[src/rtl/pheap_root_ctl_pkg.sv]
// Shared pheap types: opcodes, completion codes and per-level entry structs.
// Optional REPLACE opcode is enabled by defining PHEAP_REPLACE_EN.
`define PHEAP_TYPES(KW, VW, LV) \
  typedef struct packed { \
    logic [(KW)-1:0] key; \
    logic [(VW)-1:0] val; \
  } kv_t; \
  typedef struct packed { \
    kv_t kv; \
    logic [(LV)-1:0] capacity; \
    logic active; \
  } entry_t;

`define PHEAP_CONSTS \
  localparam kv_t KV_EMPTY = '0; \
  localparam entry_t ENTRY_EMPTY = '0;

package pheapTypes;

  typedef enum logic [1:0] {
    ENQ     = 2'd0,
    DEQ     = 2'd1,
    REPLACE = 2'd2
  } opcode_t;

  typedef enum logic [1:0] {
    DONE       = 2'd0,
    WAIT       = 2'd1,
    NEXT_LEVEL = 2'd2
  } done_t;

  function automatic int unsigned max_cap(
    input int unsigned lv
  );
    return (32'd1 << lv) - 32'd1;
  endfunction

endpackage

[src/rtl/pheap_root_ctl_if.sv]
// Root controller bus: op request, level-2 child read data, push-down
// handshake and status. REPLACE only legal when PHEAP_REPLACE_EN is defined.
interface pheap_root_ctl_if
  import pheapTypes::*;
#(
  parameter int KEY_W  = 16,
  parameter int VAL_W  = 16,
  parameter int LEVELS = 4
);
  `PHEAP_TYPES(KEY_W, VAL_W, LEVELS)

  logic              start;
  opcode_t           op;
  kv_t               in;
  entry_t            rBotL;
  entry_t            rBotR;
  logic              nxt_ready;
  logic              raddrBot;
  done_t             done;
  opcode_t           op_out;
  logic              endPos;
  kv_t               out;
  kv_t               head_out;
  logic              full;
  logic              empty;
  logic              err;
  logic [LEVELS-1:0] count;

  modport master (
    output start, op, in, rBotL, rBotR, nxt_ready,
    input  raddrBot, done, op_out, endPos, out,
    input  head_out, full, empty, err, count
  );

  modport slave (
    input  start, op, in, rBotL, rBotR, nxt_ready,
    output raddrBot, done, op_out, endPos, out,
    output head_out, full, empty, err, count
  );

endinterface

[src/rtl/pheap_cmp.sv]
// "a beats b" comparator shared by all heap levels; an inactive entry
// never beats, an active one beats any inactive one, equal keys never beat.
module pheap_cmp #(
  parameter int KEY_W    = 16,
  parameter int MAX_HEAP = 1
) (
  input  logic             a_act,
  input  logic [KEY_W-1:0] a_key,
  input  logic             b_act,
  input  logic [KEY_W-1:0] b_key,
  output logic             beats
);

  always_comb begin
    beats = 1'b0;
    if (!a_act) begin
      beats = 1'b0;
    end else if (!b_act) begin
      beats = 1'b1;
    end else if (MAX_HEAP != 0) begin
      beats = a_key > b_key;
    end else begin
      beats = a_key < b_key;
    end
  end

endmodule

[src/rtl/pheap_root_ctl.sv]
// Level-1 pheap controller: owns the root entry, runs ENQ/DEQ (and REPLACE
// when PHEAP_REPLACE_EN is defined), pushes work down to level 2.
module pheap_root_ctl
  import pheapTypes::*;
#(
  parameter int KEY_W    = 16,
  parameter int VAL_W    = 16,
  parameter int LEVELS   = 4,
  parameter int MAX_HEAP = 1
) (
  input logic clk,
  input logic rst,
  pheap_root_ctl_if.slave bus
);
  `PHEAP_TYPES(KEY_W, VAL_W, LEVELS)
  `PHEAP_CONSTS

  localparam int unsigned MAX_CAP = max_cap(LEVELS);
  localparam logic [LEVELS-1:0] CAP_MAX = LEVELS'(MAX_CAP);

  typedef enum logic {IDLE, EXEC} state_t;

  state_t  state_q, state_d;
  entry_t  root_q, root_d;
  opcode_t op_q, op_d;
  kv_t     in_q, in_d;
  done_t   done_q, done_d;
  logic    err_q, err_d;
  kv_t     out_q, out_d;
  logic    end_q, end_d;
  opcode_t opo_q, opo_d;

  entry_t  r_root;
  done_t   r_done;
  logic    r_err;
  kv_t     r_out;
  logic    r_end;
  opcode_t r_op;

  logic    full;
  logic    empty;
  logic    in_beats_root;
  logic    r_beats_l;
  logic    child_any;
  logic    best_side;
  entry_t  best;

  assign full      = root_q.capacity == '0;
  assign empty     = root_q.capacity == CAP_MAX;
  assign child_any = bus.rBotL.active | bus.rBotR.active;
  assign best_side = r_beats_l;
  assign best      = r_beats_l ? bus.rBotR : bus.rBotL;

  pheap_cmp #(.KEY_W(KEY_W), .MAX_HEAP(MAX_HEAP)) u_cmp_in (
    .a_act (1'b1),
    .a_key (in_q.key),
    .b_act (root_q.active),
    .b_key (root_q.kv.key),
    .beats (in_beats_root)
  );

  pheap_cmp #(.KEY_W(KEY_W), .MAX_HEAP(MAX_HEAP)) u_cmp_ch (
    .a_act (bus.rBotR.active),
    .a_key (bus.rBotR.kv.key),
    .b_act (bus.rBotL.active),
    .b_key (bus.rBotL.kv.key),
    .beats (r_beats_l)
  );

`ifdef PHEAP_REPLACE_EN
  logic best_beats_in;

  pheap_cmp #(.KEY_W(KEY_W), .MAX_HEAP(MAX_HEAP)) u_cmp_rep (
    .a_act (best.active),
    .a_key (best.kv.key),
    .b_act (1'b1),
    .b_key (in_q.key),
    .beats (best_beats_in)
  );
`endif

  // Outcome of the captured op against current root and children.
  always_comb begin
    r_root = root_q;
    r_done = DONE;
    r_err  = 1'b0;
    r_out  = KV_EMPTY;
    r_end  = 1'b0;
    r_op   = op_q;
    unique case (op_q)
      ENQ: begin
        unique case (1'b1)
          full: r_err = 1'b1;
          !full && !root_q.active: begin
            r_root.kv       = in_q;
            r_root.active   = 1'b1;
            r_root.capacity = root_q.capacity - 1'b1;
          end
          default: begin
            r_root.capacity = root_q.capacity - 1'b1;
            if (in_beats_root) begin
              r_root.kv = in_q;
              r_out     = root_q.kv;
            end else begin
              r_out = in_q;
            end
            r_end  = bus.rBotR.capacity > bus.rBotL.capacity;
            r_done = NEXT_LEVEL;
          end
        endcase
      end
      DEQ: begin
        unique case (1'b1)
          empty: r_err = 1'b1;
          !empty && !child_any: begin
            r_out           = root_q.kv;
            r_root          = ENTRY_EMPTY;
            r_root.capacity = root_q.capacity + 1'b1;
          end
          default: begin
            r_out           = root_q.kv;
            r_root.kv       = best.kv;
            r_root.capacity = root_q.capacity + 1'b1;
            r_end           = best_side;
            r_done          = NEXT_LEVEL;
          end
        endcase
      end
`ifdef PHEAP_REPLACE_EN
      REPLACE: begin
        unique case (1'b1)
          !root_q.active: begin
            r_root.kv       = in_q;
            r_root.active   = 1'b1;
            r_root.capacity = root_q.capacity - 1'b1;
          end
          root_q.active && best_beats_in: begin
            r_out     = root_q.kv;
            r_root.kv = best.kv;
            r_end     = best_side;
            r_done    = NEXT_LEVEL;
          end
          default: begin
            r_out     = root_q.kv;
            r_root.kv = in_q;
          end
        endcase
      end
`endif
      default: r_err = 1'b1;
    endcase
  end

  always_comb begin
    state_d = state_q;
    root_d  = root_q;
    op_d    = op_q;
    in_d    = in_q;
    done_d  = done_q;
    err_d   = 1'b0;
    out_d   = out_q;
    end_d   = end_q;
    opo_d   = opo_q;
    unique case (state_q)
      IDLE: begin
        done_d = DONE;
        if (bus.start) begin
          op_d    = bus.op;
          in_d    = bus.in;
          done_d  = WAIT;
          state_d = EXEC;
        end
      end
      EXEC: begin
        // Hold everything while level 2 cannot take the push-down.
        if (r_done == NEXT_LEVEL && !bus.nxt_ready) begin
          done_d = WAIT;
        end else begin
          root_d  = r_root;
          done_d  = r_done;
          err_d   = r_err;
          out_d   = r_out;
          end_d   = r_end;
          opo_d   = r_op;
          state_d = IDLE;
        end
      end
    endcase
  end

  always_ff @(posedge clk) begin
    if (rst) begin
      state_q <= IDLE;
      root_q  <= {KV_EMPTY, CAP_MAX, 1'b0};
      op_q    <= ENQ;
      in_q    <= KV_EMPTY;
      done_q  <= DONE;
      err_q   <= 1'b0;
      out_q   <= KV_EMPTY;
      end_q   <= 1'b0;
      opo_q   <= ENQ;
    end else begin
      state_q <= state_d;
      root_q  <= root_d;
      op_q    <= op_d;
      in_q    <= in_d;
      done_q  <= done_d;
      err_q   <= err_d;
      out_q   <= out_d;
      end_q   <= end_d;
      opo_q   <= opo_d;
    end
  end

  assign bus.raddrBot = 1'b0;
  assign bus.done     = done_q;
  assign bus.op_out   = opo_q;
  assign bus.endPos   = end_q;
  assign bus.out      = out_q;
  assign bus.head_out = root_q.kv;
  assign bus.full     = full;
  assign bus.empty    = empty;
  assign bus.err      = err_q;
  assign bus.count    = CAP_MAX - root_q.capacity;

endmodule

[src/flat_wrapper.sv]
// flat-port wrapper written by rule: the top's interface ports become plain ports
module pheap_root_ctl_flat import pheapTypes::*;
#(
  parameter int KEY_W    = 16,
  parameter int VAL_W    = 16,
  parameter int LEVELS   = 4,
  parameter int MAX_HEAP = 1
)
  (clk, rst, bus_start, bus_op, bus_in, bus_rBotL, bus_rBotR, bus_nxt_ready, bus_raddrBot, bus_done, bus_op_out, bus_endPos, bus_out, bus_head_out, bus_full, bus_empty, bus_err, bus_count);
  pheap_root_ctl_if #(.KEY_W(KEY_W), .VAL_W(VAL_W), .LEVELS(LEVELS)) bus_i ();
  input logic clk;
  input logic rst;
  input wire logic [$bits(bus_i.start)-1:0] bus_start;
  input wire logic [$bits(bus_i.op)-1:0] bus_op;
  input wire logic [$bits(bus_i.in)-1:0] bus_in;
  input wire logic [$bits(bus_i.rBotL)-1:0] bus_rBotL;
  input wire logic [$bits(bus_i.rBotR)-1:0] bus_rBotR;
  input wire logic [$bits(bus_i.nxt_ready)-1:0] bus_nxt_ready;
  output wire logic [$bits(bus_i.raddrBot)-1:0] bus_raddrBot;
  output wire logic [$bits(bus_i.done)-1:0] bus_done;
  output wire logic [$bits(bus_i.op_out)-1:0] bus_op_out;
  output wire logic [$bits(bus_i.endPos)-1:0] bus_endPos;
  output wire logic [$bits(bus_i.out)-1:0] bus_out;
  output wire logic [$bits(bus_i.head_out)-1:0] bus_head_out;
  output wire logic [$bits(bus_i.full)-1:0] bus_full;
  output wire logic [$bits(bus_i.empty)-1:0] bus_empty;
  output wire logic [$bits(bus_i.err)-1:0] bus_err;
  output wire logic [$bits(bus_i.count)-1:0] bus_count;
  assign bus_i.start = bus_start;
  assign bus_i.op = bus_op;
  assign bus_i.in = bus_in;
  assign bus_i.rBotL = bus_rBotL;
  assign bus_i.rBotR = bus_rBotR;
  assign bus_i.nxt_ready = bus_nxt_ready;
  assign bus_raddrBot = bus_i.raddrBot;
  assign bus_done = bus_i.done;
  assign bus_op_out = bus_i.op_out;
  assign bus_endPos = bus_i.endPos;
  assign bus_out = bus_i.out;
  assign bus_head_out = bus_i.head_out;
  assign bus_full = bus_i.full;
  assign bus_empty = bus_i.empty;
  assign bus_err = bus_i.err;
  assign bus_count = bus_i.count;
  pheap_root_ctl #(.KEY_W(KEY_W), .VAL_W(VAL_W), .LEVELS(LEVELS), .MAX_HEAP(MAX_HEAP)) u_core (.clk(clk), .rst(rst), .bus(bus_i));
endmodule
[config.mk]
export PLATFORM = sky130hd
export DESIGN_NAME = pheap_root_ctl_flat
export DESIGN_NICKNAME = d
export VERILOG_FILES = /design/src/rtl/pheap_root_ctl_pkg.sv /design/src/rtl/pheap_root_ctl_if.sv /design/src/rtl/pheap_cmp.sv /design/src/rtl/pheap_root_ctl.sv /design/src/flat_wrapper.sv
export SDC_FILE = /design/constraint.sdc
export NUM_CORES = 1
export LEC_CHECK = 0
export BUFFER_PORTS_ARGS = -buffer_cell sky130_fd_sc_hd__buf_4
export CORE_AREA = 5 5 156 158
export DETAILED_ROUTE_END_ITERATION = 10
export DIE_AREA = 0 0 161 163
export PLACE_DENSITY_LB_ADDON = 0.12
export SLEW_MARGIN = 20
export SYNTH_ARGS = -nofsm -noshare
export SYNTH_HDL_FRONTEND = slang
export SYNTH_HIERARCHICAL = 1
export SYNTH_SLANG_ARGS = --single-unit
[constraint.sdc]
create_clock -name clk -period 2.92 [get_ports clk]
set_input_delay 0.292 -clock clk [delete_from_list [all_inputs] [get_ports clk]]
set_output_delay 0.292 -clock clk [all_outputs]
set_load 0.1 [all_outputs]
# Word level (Yosys, flattened, before mapping)
# Index checks and enable logic that the tools add are counted.
dict set report op_classes {
  add_sub_neg 3
  n_lt_le_gt_ge 3
  eq_ne 8
  muxes 29
  n_bitwise 3
  n_reduce_logical 19
}
# op n
set op_table {}
lappend op_table {{$pmux 36 s2} 2}
lappend op_table {{$mux 32} 4}
lappend op_table {{$pmux 37 s2} 1}
lappend op_table {{$pmux 32 s2} 1}
lappend op_table {{$mux 37} 1}
lappend op_table {{$gt 16x16->1} 2}
lappend op_table {{$mux 1} 12}
lappend op_table {{$reduce_and 5->1} 2}
lappend op_table {{$pmux 2 s2} 2}
lappend op_table {{$mux 2} 3}
lappend op_table {{$pmux 1 s2} 3}
lappend op_table {{$reduce_and 6->1} 1}
lappend op_table {{$logic_not 1->1} 5}
lappend op_table {{$add 4x1->4 const B} 1}
lappend op_table {{$eq 4x4->1 const B} 1}
lappend op_table {{$gt 4x4->1} 1}
lappend op_table {{$logic_not 4->1} 1}
lappend op_table {{$ne 2x1->1 const B} 2}
lappend op_table {{$ne 2x2->1 const B} 2}
lappend op_table {{$reduce_and 2->1} 2}
lappend op_table {{$reduce_or 2->1} 2}
lappend op_table {{$sub 4x1->4 const B} 1}
lappend op_table {{$sub 4x4->4 const A} 1}
lappend op_table {{$logic_and 1x1->1} 3}
lappend op_table {{8 further kinds} 9}
dict set report totals {
  reg_bits 110
  inputBits 112
  out_inout_bits 77
  wordCells 79
}

# Logic depth before layout (Yosys ltp)
# Gate-level depths: netlist of run 1.
dict set report logic_depth {
  depth_word 10
  ltp_mapped 12
}

# Hierarchy
# The synthesis of run 1 kept the hierarchy.
# mod n_inst cells_each area_per_inst_um2 seq_area_each_um2
set by_module_without_submodules {}
lappend by_module_without_submodules {pheap_root_ctl 1 634 5821.8 2182.1}
lappend by_module_without_submodules {pheap_cmp 2 58 420.4 0.0}

# Least setup slack after synthesis of run 1
# OpenSTA, ideal clock, no wires.
dict set report synth_timing {
  kind {register to register}
  start {register u_core/root_q[2] (netlist name)}
  end {register u_core.root_q, in the netlist u_core/bus.head_out[3]}
  setup_ps 141
  arrival_ps 2575
  required_time_ps 2779
  setup_slack_ps 204
  stages_incl_launch_ff 8
  path_buffers 2
  path_cell_list {dfxtp_1 > and4_1 > clkbuf_1 > o32a_4 > o2111ai_4 > buf_6 > a211oi_2 > nor3_2}
}
dict set report synth_between {
  elab_chain_cells 10
}
# item line_no
set synth_rtl {}
lappend synth_rtl {{from (decl)} pheap_root_ctl.sv:24} ;# entry_t root_q, root_d;
lappend synth_rtl {{from (signal assigned)} pheap_root_ctl.sv:194} ;# root_q <= {KV_EMPTY, CAP_MAX, 1'b0};
lappend synth_rtl {{from (signal assigned)} pheap_root_ctl.sv:204} ;# root_q <= root_d;
lappend synth_rtl {{$eq 4x4->1 (*)} pheap_root_ctl.sv:49} ;# assign empty = root_q.capacity == CAP_MAX;
lappend synth_rtl {{via bus_empty} flat_wrapper.sv:26} ;# output wire logic [$bits(bus_i.empty)-1:0] bus_empty;
lappend synth_rtl {{$logic_not 1->1} pheap_root_ctl.sv:115} ;# !empty && !child_any: begin
lappend synth_rtl {{$logic_and 1x1->1} pheap_root_ctl.sv:115}
lappend synth_rtl {{$reduce_or 2->1 (no source line)} --}
lappend synth_rtl {{$mux 2} pheap_root_ctl.sv:113} ;# unique case (1'b1)
lappend synth_rtl {{$pmux 2 s2} pheap_root_ctl.sv:90} ;# unique case (op_q)
lappend synth_rtl {{$eq 2x2->1} pheap_root_ctl.sv:176} ;# if (r_done == NEXT_LEVEL && !bus.nxt_ready) begin
lappend synth_rtl {{$logic_and 1x1->1} pheap_root_ctl.sv:176}
lappend synth_rtl {{$not 1->1 (no source line)} --}
lappend synth_rtl {{$reduce_and 6->1 (no source line)} --}
# Mark *: on every way through the listed nets, which the timed path passes. The rest lies on a longest branch. The select of a mux whose other input is x is not followed.
# A chain may end at the register's enable or synchronous reset.

# Final worst setup path of run 1
dict set report layout_timing {
  start {register u_core/in_q[27] (netlist name)}
  end {register u_core.root_q, in the netlist u_core/bus.head_out[27]}
}
dict set report layout_between {
  elab_chain_cells 4
}
# item line_no
set layout_rtl {}
lappend layout_rtl {{from (decl)} pheap_root_ctl.sv:26} ;# kv_t in_q, in_d;
lappend layout_rtl {{from (signal assigned)} pheap_root_ctl.sv:206} ;# in_q <= in_d;
lappend layout_rtl {{$gt 16x16->1} pheap_cmp.sv:21} ;# beats = a_key > b_key;
lappend layout_rtl {{$mux 1} pheap_cmp.sv:18} ;# end else if (!b_act) begin
lappend layout_rtl {{via u_core.in_beats_root} pheap_root_ctl.sv:42} ;# logic in_beats_root;
lappend layout_rtl {{$ne 3x1->1 (no source line)} --}
lappend layout_rtl {{$reduce_and 6->1 (no source line)} --}
# The timed path passes the listed nets, and every way through them passes these cells. The select of a mux whose other input is x is not followed.

==> results of run 1 <==
==> metrics by stage <==
stage | total power (W) | hold slack (ns) | instance area (um2) | setup slack (ns) | utilization
floorplan | 0.00297 | 0.428 | 6660 | 0.204 | -
global placement | 0.00343 | 0.452 | 8320 | 0.206 | 0.362
detailed placement | 0.00344 | 0.455 | 8320 | 0.174 | 0.362
CTS | 0.00467 | 0.159 | 8600 | 0.138 | 0.374
global route | 0.00483 | 0.170 | 8600 | 0.0167 | 0.374
finish | 0.00459 | 0.181 | 8600 | 0.233 | 0.374
==> worst reg2reg max path: cells and delay by family, from the launching register on <==
family	cells	cell delay [ns]
AO/OA/AOI/OAI	5	1.28
adder cells (fa/ha/maj)	1	0.33
AND/OR/NAND/NOR	3	0.33
buffers and inverters	1	0.25
flip-flops	1	0.36
==> cells in the mapped netlist (all sizes together), types with 2 or more instances <==
master / number
ha: 38
and3: 2
a221oi: 7
a22oi: 27
dfxtp: 109
o41ai: 2
a31oi: 4
clkbuf: 43
nor3: 73
nand2b: 6
nand3: 33
xor2: 2
mux2i: 33
a21oi: 53
buf: 45
inv: 42
nor2b: 37
nand4: 7
a211oi: 32
o211ai: 4
nand2: 81
o21ai: 41
conb: 2
nor2: 12
a2111o: 2
==> registers in the layout (all words and copies together), names as in the netlist <==
signal	cells
u_core/bus.done	1
u_core/bus.endPos	1
u_core/bus.err	1
u_core/bus.head_out	32
u_core/bus.op_out	2
u_core/bus.out	32
u_core/in_q	32
u_core/op_q	2
u_core/root_q	5
u_core/state_q	1
==> cell families after synthesis <==
kind of cell	after synthesis
compound gates	178
flops	109
simple gates	255
buf+inv	131
fa+ha+maj	39
xor+xnor	3
other cells	2
mux	33
==> worst paths after layout <==
kind,from,to,slack (ns),cells past startpoint
max,u_core/in_q[27],u_core/bus.head_out[27],0.23,10
min,bus_in[21],u_core/in_q[21],0.18,3
max reg2reg,u_core/in_q[27],u_core/bus.head_out[27],0.23,10
min reg2reg,u_core/bus.op_out[1],u_core/bus.op_out[1],0.47,2
==> per-layer routing <==
metal / GRT usage / wire length (um)
met5: 0 / 0
met1: 0.212 / 9970
met2: 0.271 / 10000
met4: 0.0353 / 174
met3: 0.0438 / 1390
==> layout make-up <==
class,count,share of cell area
Clock buffer,10,0.0278
Clock inverter,5,0.00509
Inverter,43,0.0193
Multi-Input combinational cell,510,0.450
Sequential cell,109,0.254
Tap cell,290,0.0422
Timing Repair Buffer,221,0.202
==> placed cells by master (no fill, tap or decap), types with 3 or more instances in the layout <==
cell type	n
inv_1	42
ha_1	38
nor2_1	12
nand2b_2	3
a22oi_1	27
nand2_1	81
buf_12	6
mux2i_1	33
nand4_1	5
o21ai_0	40
buf_4	214
nor2b_1	8
a211oi_2	32
a221oi_1	7
nor2b_4	29
nor3_1	41
nand3_1	33
a21oi_1	53
nor3_2	32
dfxtp_1	109
a31oi_1	3
clkbuf_16	9
==> power breakdown <==
| part | switching (W) | internal [W] | total [W] |
|---|---|---|---|
| clock | 0.000597 | 0.000610 | 0.00121 |
| combinational | 0.00111 | 0.000592 | 0.00170 |
| sequential | 0.000100 | 0.00158 | 0.00168 |
| total | 0.00180 | 0.00278 | 0.00459 |
==> run metrics, run 1 <==
Synth top area share 0.328; minimum clock period 2.69 ns; Final setup viols 0; Initial DRC Count 289; Yosys top cell by area dfxtp_1; Setup Skew between 0.01 and 0.015 ns; top cells by area, synth dfxtp_1, ha_1, a211oi_2, nor2b_4, mux2i_1; crit-path leading delay family compound AO/OA/AOI/OAI gates; Max Freq 372 MHz; CTS tree built; Post-route DRC 0; Worst slew margin 0.555; vias in the first global route about 5900; Avg Inst Size Synth about 8.9 um2; Synth Area in Compound Gates 0.199; simple-gate share of the synthesized area 0.243; Final #Nets 1045; Detail Route Antenna Nets 0; max-cap viol count 0; via count a little under 6000; Worst-path clk slew around 0.08 ns; GRT Residual Overflow 0; placed cells ~1200; Crit-path slowest cell a2111o_1; crit start category flip-flop; CP max stage delay 0.40 ns; post-DP HPWL 15.4 mm; endpoint class of the critical path flip-flop; Filler cells 2418; Arr. time, crit path 2.91 ns; Post-Syn Area 0.00666 mm2; Post-Synth Adder-Cell Area 0.0744; die height 163 um; CTS Buffer Depth 2; synthesized net count 901; H-tree levels 3; main combinational cell family by area after synthesis simple AND/OR/NAND/NOR gates; # diodes 0; first-pass GRT wire length 33.5 mm; die width 161 um; Final Hold Viols 0; post-synthesis async set-or-reset flop share 0; sequential share of the synthesized area 0.328; Multi-input gate area 0.00387 mm2; VDD IR-drop max 0.203 mV; initial antenna violation count 0; Finished Layout Cells ~1200; share of cells above drive strength 1 0.383; largest net degree at the start of global routing 47; CTS Buf Count 9; status finished, final reports clean; Die Area 0.0262 mm2; Port Buffers 187; measured slew at the worst slew-check pin 0.659 ns; Pins Over Slew Limit 0; Netlist cell types 46; Starting Density 0.290; Yosys reg bits 109; period utilisation layout 0.920; core area 0.0230 mm2; # resized after CTS 0; setup_tns 0 ns; number of flops mapped to enable cells by yosys 0; vias per cell between 4 and 5; clock net sink count 109; Routed WL 21.6 mm; unrepaired setup endpoints after global routing no; Layout area overhead 29.1%; num ports 189; Placer Congestion 0.792; postcts setup bufs 0; Main synth FF type dfxtp_1; hold buffer count at CTS 0; worst path cell trace ha_1 -> nand4_1 -> a2111o_1 -> a31oi_1 -> nor3_1 -> o21ai_0 -> o2111ai_4 -> buf_12 -> a211oi_2 -> nor3_2; synthesized instance count 750; WL per Instance 18.2 um; Reg area 0.00218 mm2; # rows 56; XOR/XNOR share of the synthesized area 0.00394; Crit Path Class reg -> reg; Leakage about 3.7 nW; CP Buf/Inv Count 1; Crit Path Max Fanout 24; synth warn 6; Clock Latency Late Sink 0.35 ns; HP Class in -> reg; Power Density 533 mW/mm2; Req. time, crit path 3.14 ns; mux cell area share after synthesis 0.0496; CTS root buf clkbuf_16; GRT Util Overall 0.163; Pre-antenna DRT Iters 4
(Power assumes the default switching activity.)
==> run 2: changes to the inputs <==
--- a/config.mk
+++ b/config.mk
@@ -6,9 +6,9 @@
 export NUM_CORES = 1
 export LEC_CHECK = 0
 export BUFFER_PORTS_ARGS = -buffer_cell sky130_fd_sc_hd__buf_4
-export CORE_AREA = 5 5 156 158
+export CORE_AREA = 5 5 143 172
 export DETAILED_ROUTE_END_ITERATION = 10
-export DIE_AREA = 0 0 161 163
+export DIE_AREA = 0 0 148 177
 export PLACE_DENSITY_LB_ADDON = 0.12
 export SLEW_MARGIN = 20
 export SYNTH_ARGS = -nofsm -noshare
==> run 2 against run 1 <==
  * Critical path type unchanged
  * Via count rose by 0.14%
  * Setup slack got worse by 0.063 ns
  * Combinational power barely moved
  * Sequential share of layout area fell by 0.052 points
  * Sequential power barely moved
  * Clock power fell by 3%
  * Clock-buffer cell count rose by 1
  * Critical path depth rose by 1
  * Register-to-register slack got worse by 0.06 ns
  * First-iteration DRC count fell by 29%
==> run metrics, run 2 (synthesis results as in run 1) <==
status finished, final reports clean; share of cells above drive strength 1 0.386; CTS Buf Count 9; die width approximately 150 um; Pre-antenna DRT Iters 4; first-pass GRT wire length 33.4 mm; Port Buffers between 150 and 200; initial antenna violation count 0; worst path cell trace ha_1 -> nand2_1 -> o21ai_0 -> a221oi_1 -> a31oi_1 -> nor3_1 -> o21ai_0 -> o2111ai_4 -> buf_12 -> a211oi_2 -> nor3_2; Layout area overhead 29.4%; via count between 5000 and 6000; Crit-path slowest cell dfxtp_1; Post-route DRC 0; crit-path leading delay family compound AO/OA/AOI/OAI gates; Placer Congestion 0.793; Clock Latency Late Sink 0.35 ns; Starting Density 0.292; Pins Over Slew Limit 0; Die Area 0.0262 mm2; worst reg-to-reg setup slack 0.17 ns; Final #Nets 1052; CP Buf/Inv Count 1; Worst slew margin 0.364; max-cap viol count 0; crit start category flip-flop; Final setup viols 0; GRT Util Overall 0.163; largest net degree at the start of global routing 55; period utilisation layout 0.942; Hold WS 0.183 ns; measured slew at the worst slew-check pin 0.954 ns; post-DP HPWL approximately 16 mm; Initial DRC Count 206; Worst-path clk slew roughly 0.08 ns; Worst path most repeated cell o21ai_0; VDD IR-drop max 0.225 mV; HP Class in -> reg; GRT Residual Overflow 0; clock net sink count around 110; Detail Route Antenna Nets 0; Final Hold Viols 0; CTS tree built; Routed WL 22.0 mm; Req. time, crit path 3.13 ns; metal3 WL 1.17 mm; Post-Route M1 WL 9.86 mm; commonest non-fill, non-tap cell in the layout buf_4; Crit Path Class reg -> reg; # diodes 0; core area 0.0228 mm2; CTS root buf clkbuf_16; endpoint class of the critical path flip-flop; Power Density 529 mW/mm2; H-tree levels 3; Arr. time, crit path 2.96 ns; Multi-input gate area 0.00387 mm2; Reg area 0.00218 mm2; Filler cells 2352; setup_tns 0 ns; Crit Path Max Fanout 42; # rows 61; most frequent cells in the layout buf_4, dfxtp_1, nand2_1; Max Freq 364 MHz; met2 routed wirelength around 11 mm; die height 177 um; unrepaired setup endpoints after global routing no; Setup Skew 0.0105 ns; CP max stage delay ~0.36 ns; CTS Buffer Depth 2; DR top layer met4; minimum clock period 2.75 ns; num ports 189; vias per cell 4.88; WL per Instance 18.5 um; vias in the first global route 5876; Leakage 3.72 nW
## run 2: repair_timing
action                                  4_1_cts  5_1_grt
gates resized for setup                       0        1
buffers inserted                              0        0
hold buffers                                  0        0
endpoints found under the setup margin        0        1
## run 2: report_power, final
group,internal [W],total (W),switching [W]
combinational,0.000597,0.00171,0.00111
sequential,0.00158,0.00168,0.0000967
clock,0.000583,0.00117,0.000585
total,0.00276,0.00456,0.00180
## run 2: path summary, 6_finish.rpt
kind / cells after the start / to / from
max reg2reg: 11 / u_core/bus.head_out[0] / u_core/in_q[23]
min: 3 / u_core/in_q[1] / bus_in[1]
min reg2reg: 2 / u_core/bus.op_out[0] / u_core/bus.op_out[0]
max: 11 / u_core/bus.head_out[0] / u_core/in_q[23]
## run 2: area by class of cell
| type | instances | share of cell area |
|---|---|---|
| repair buffers | 228 | 0.206 |
| clock inverters | 5 | 0.00421 |
| flip-flops and latches | 109 | 0.253 |
| clock buffers | 11 | 0.0270 |
| well taps | 283 | 0.0411 |
| multi-input cells | 510 | 0.449 |
| inverters | 43 | 0.0193 |
## run 2: metal layers
metal,vias up,track usage
li1,2918,-
met1,2732,0.202
met2,139,0.286
met3,15,0.0302
met4,0,0.0508
met5,-,0
## run 2: through the flow
stage | setup WS (ns) | total power (W) | utilization | cell area [um2] | cells
after floorplan | 0.204 | 0.00297 | - | 6660 | 750
after global placement | 0.180 | 0.00344 | 0.366 | 8350 | 1173
after detailed placement | 0.143 | 0.00344 | 0.366 | 8350 | 1173
after CTS | 0.123 | 0.00462 | 0.378 | 8620 | 1189
after global routing | 0.0476 | 0.00478 | 0.378 | 8620 | 1189
final | 0.170 | 0.00456 | 0.378 | 8620 | 1189
## run 2: worst register-to-register path: cells and delay by family, from the launching register on
kind                     cells  cell delay (ns)
flip-flops                   1             0.36
AND/OR/NAND/NOR              3             0.19
AO/OA/AOI/OAI                6             1.52
buffers and inverters        1             0.23
adder cells (fa/ha/maj)      1             0.34
==> run 3: changes to the inputs <==
--- a/config.mk
+++ b/config.mk
@@ -6,10 +6,10 @@
 export NUM_CORES = 1
 export LEC_CHECK = 0
 export BUFFER_PORTS_ARGS = -buffer_cell sky130_fd_sc_hd__buf_4
-export CORE_AREA = 5 5 143 172
+export CORE_AREA = 3 3 141 170
 export DETAILED_ROUTE_END_ITERATION = 10
-export DIE_AREA = 0 0 148 177
-export PLACE_DENSITY_LB_ADDON = 0.12
+export DIE_AREA = 0 0 144 173
+export PLACE_DENSITY = 0.51
 export SLEW_MARGIN = 20
 export SYNTH_ARGS = -nofsm -noshare
 export SYNTH_HDL_FRONTEND = slang
==> run 3 against run 2 <==
  * Die area fell by 4.9%
  * Critical path type unchanged
  * Setup slack improved by 0.033 ns
  * Clock skew up 0.0014 ns
  * Sequential share of layout area up 0.070 points
  * Sequential power hardly changed
==> run metrics, run 3 (synthesis results as in run 1) <==
setup_tns 0 ns; Crit Path Max Fanout 46; crit-path leading delay family compound AO/OA/AOI/OAI gates; vias in the first global route 5855; CTS Buffer Depth 2; Worst-path clk slew 0.07 ns; core area 0.0224 mm2; sw frac 0.393; sequential cell fraction of total power 0.370; Max Freq about 370 MHz; CTS root buf clkbuf_16; worst path cell trace inv_1 -> ha_1 -> nand4_2 -> a2111o_1 -> a31oi_2 -> nor3_1 -> o21ai_0 -> o2111ai_4 -> buf_12 -> a211oi_2 -> nor3_2; Req. time, crit path about 3.1 ns; Pre-antenna DRT Iters 4; share of cells above drive strength 1 0.385; Crit-path slowest cell a2111o_1; post-DP HPWL approximately 15 mm; commonest non-fill, non-tap cell in the layout buf_4; post-place setup slack 0.104 ns; Port Buffers 187; VDD IR-drop max 0.213 mV; period utilisation layout 0.931; Worst slew margin 0.408; Internal 0.00275 W; die height about 170 um; minimum clock period 2.72 ns; # rows 60; clock net sink count 109; largest net degree at the start of global routing 50; Final setup viols 0; Arr. time, crit path roughly 2.9 ns; crit start category flip-flop; HP Class in -> reg; CTS Buf Count 9; Layout area overhead 29.0%; postcts setup bufs 0; Routed WL between 20 and 25 mm; Filler cells 2301; CTS tree built; measured slew at the worst slew-check pin 0.887 ns; Detail Route Antenna Nets 0; Starting Density 0.297; H-tree levels 3; Hold WS 0.179 ns; first-pass GRT wire length ~33 mm; initial antenna violation count 0; WL per Instance 17.8 um; final core occ 0.383; unrepaired setup endpoints after global routing no; GRT Residual Overflow 0; CP Buf/Inv Count 2; Pins Over Slew Limit 0; Power Density 528 mW/mm2; via count approximately 5800; clock share of power 0.254; most frequent cells in the layout buf_4, dfxtp_1, nand2_1; Clock Latency Late Sink roughly 0.36 ns; Combinational Power Share 0.376; die width 144 um; max-cap viol count 0; Initial DRC Count around 330; CP max stage delay 0.43 ns; Placer Congestion between 0.7 and 0.8; vias per cell 4.89; # diodes 0; Leakage 3.71 nW; GRT Util Overall 0.169; Crit Path Class reg -> reg; Sw Pwr 0.00179 W; Final Hold Viols 0; Tot Pwr between 0.004 and 0.005 W; hold buffer count at CTS 0; num ports approximately 190; Setup Skew about 0.012 ns; endpoint class of the critical path flip-flop; Final #Nets approximately 1100; Post-route DRC 0; Die Area 0.0249 mm2; status finished, final reports clean; Setup WS post-layout 0.202 ns
-- run 3: cell types whose count changed in the layout (fill, tap and decap cells not counted), sizes merged --
cell / previous run / this run
clkbuf: 11 / 10
buf: 228 / 226
-- run 3: layout make-up --
class,instances,area [um2],area share
tap,279,349,0.0406
clock inverter,5,36.3,0.00422
timing repair buffer,226,1760,0.205
clock buffer,10,229,0.0266
multi-input combinational,510,3870,0.451
sequential,109,2180,0.254
inverter,43,166,0.0194
-- run 3: through the flow --
stage                     std cells  area, um2
after floorplan                 750       6660
after global placement         1167       8330
after detailed placement       1167       8330
after CTS                      1182       8590
after global routing           1182       8600
final                          1182       8600
-- run 3: final timing paths --
kind,start,to,slack (ns),cells after the start
hold reg to reg,u_core/bus.op_out[0],u_core/bus.op_out[0],0.46,2
hold / removal,bus_in[22],u_core/in_q[22],0.18,3
setup reg to reg,u_core/bus.head_out[31],u_core/bus.head_out[25],0.20,11
setup / recovery,u_core/bus.head_out[31],u_core/bus.head_out[25],0.20,11
-- run 3: repair_timing --
item / 4_1_cts / 5_1_grt
hold endpoints to repair: 0 / 0
resized for setup: 0 / 2
setup endpoints to repair: 0 / 32
-- run 3: power groups by stage --
| stage | logic (W) | clock network [W] | registers [W] |
|---|---|---|---|
| floorplan | 0.00118 | 0 | 0.00180 |
| global placement | 0.00172 | 0 | 0.00171 |
| detailed placement | 0.00172 | 0 | 0.00171 |
| CTS | 0.00173 | 0.00120 | 0.00168 |
| global route | 0.00183 | 0.00124 | 0.00170 |
| finish | 0.00171 | 0.00116 | 0.00168 |
-- run 3: worst reg2reg max path, cell delays in order (launching register included) --
cell       delay (ns)
dfxtp_1          0.41
inv_1            0.06
ha_1             0.31
nand4_2          0.16
a2111o_1         0.43
a31oi_2          0.19
nor3_1           0.06
o21ai_0          0.15
o2111ai_4        0.19
buf_12           0.22
a211oi_2         0.34
nor3_2           0.05
-- run 3: routing by layer --
metal	wire length, um	share of wire	track usage
met1	9560	0.45	0.226
met2	9810	0.47	0.273
met3	1340	0.064	0.0304
met4	365	0.017	0.0538
met5	0	0	0
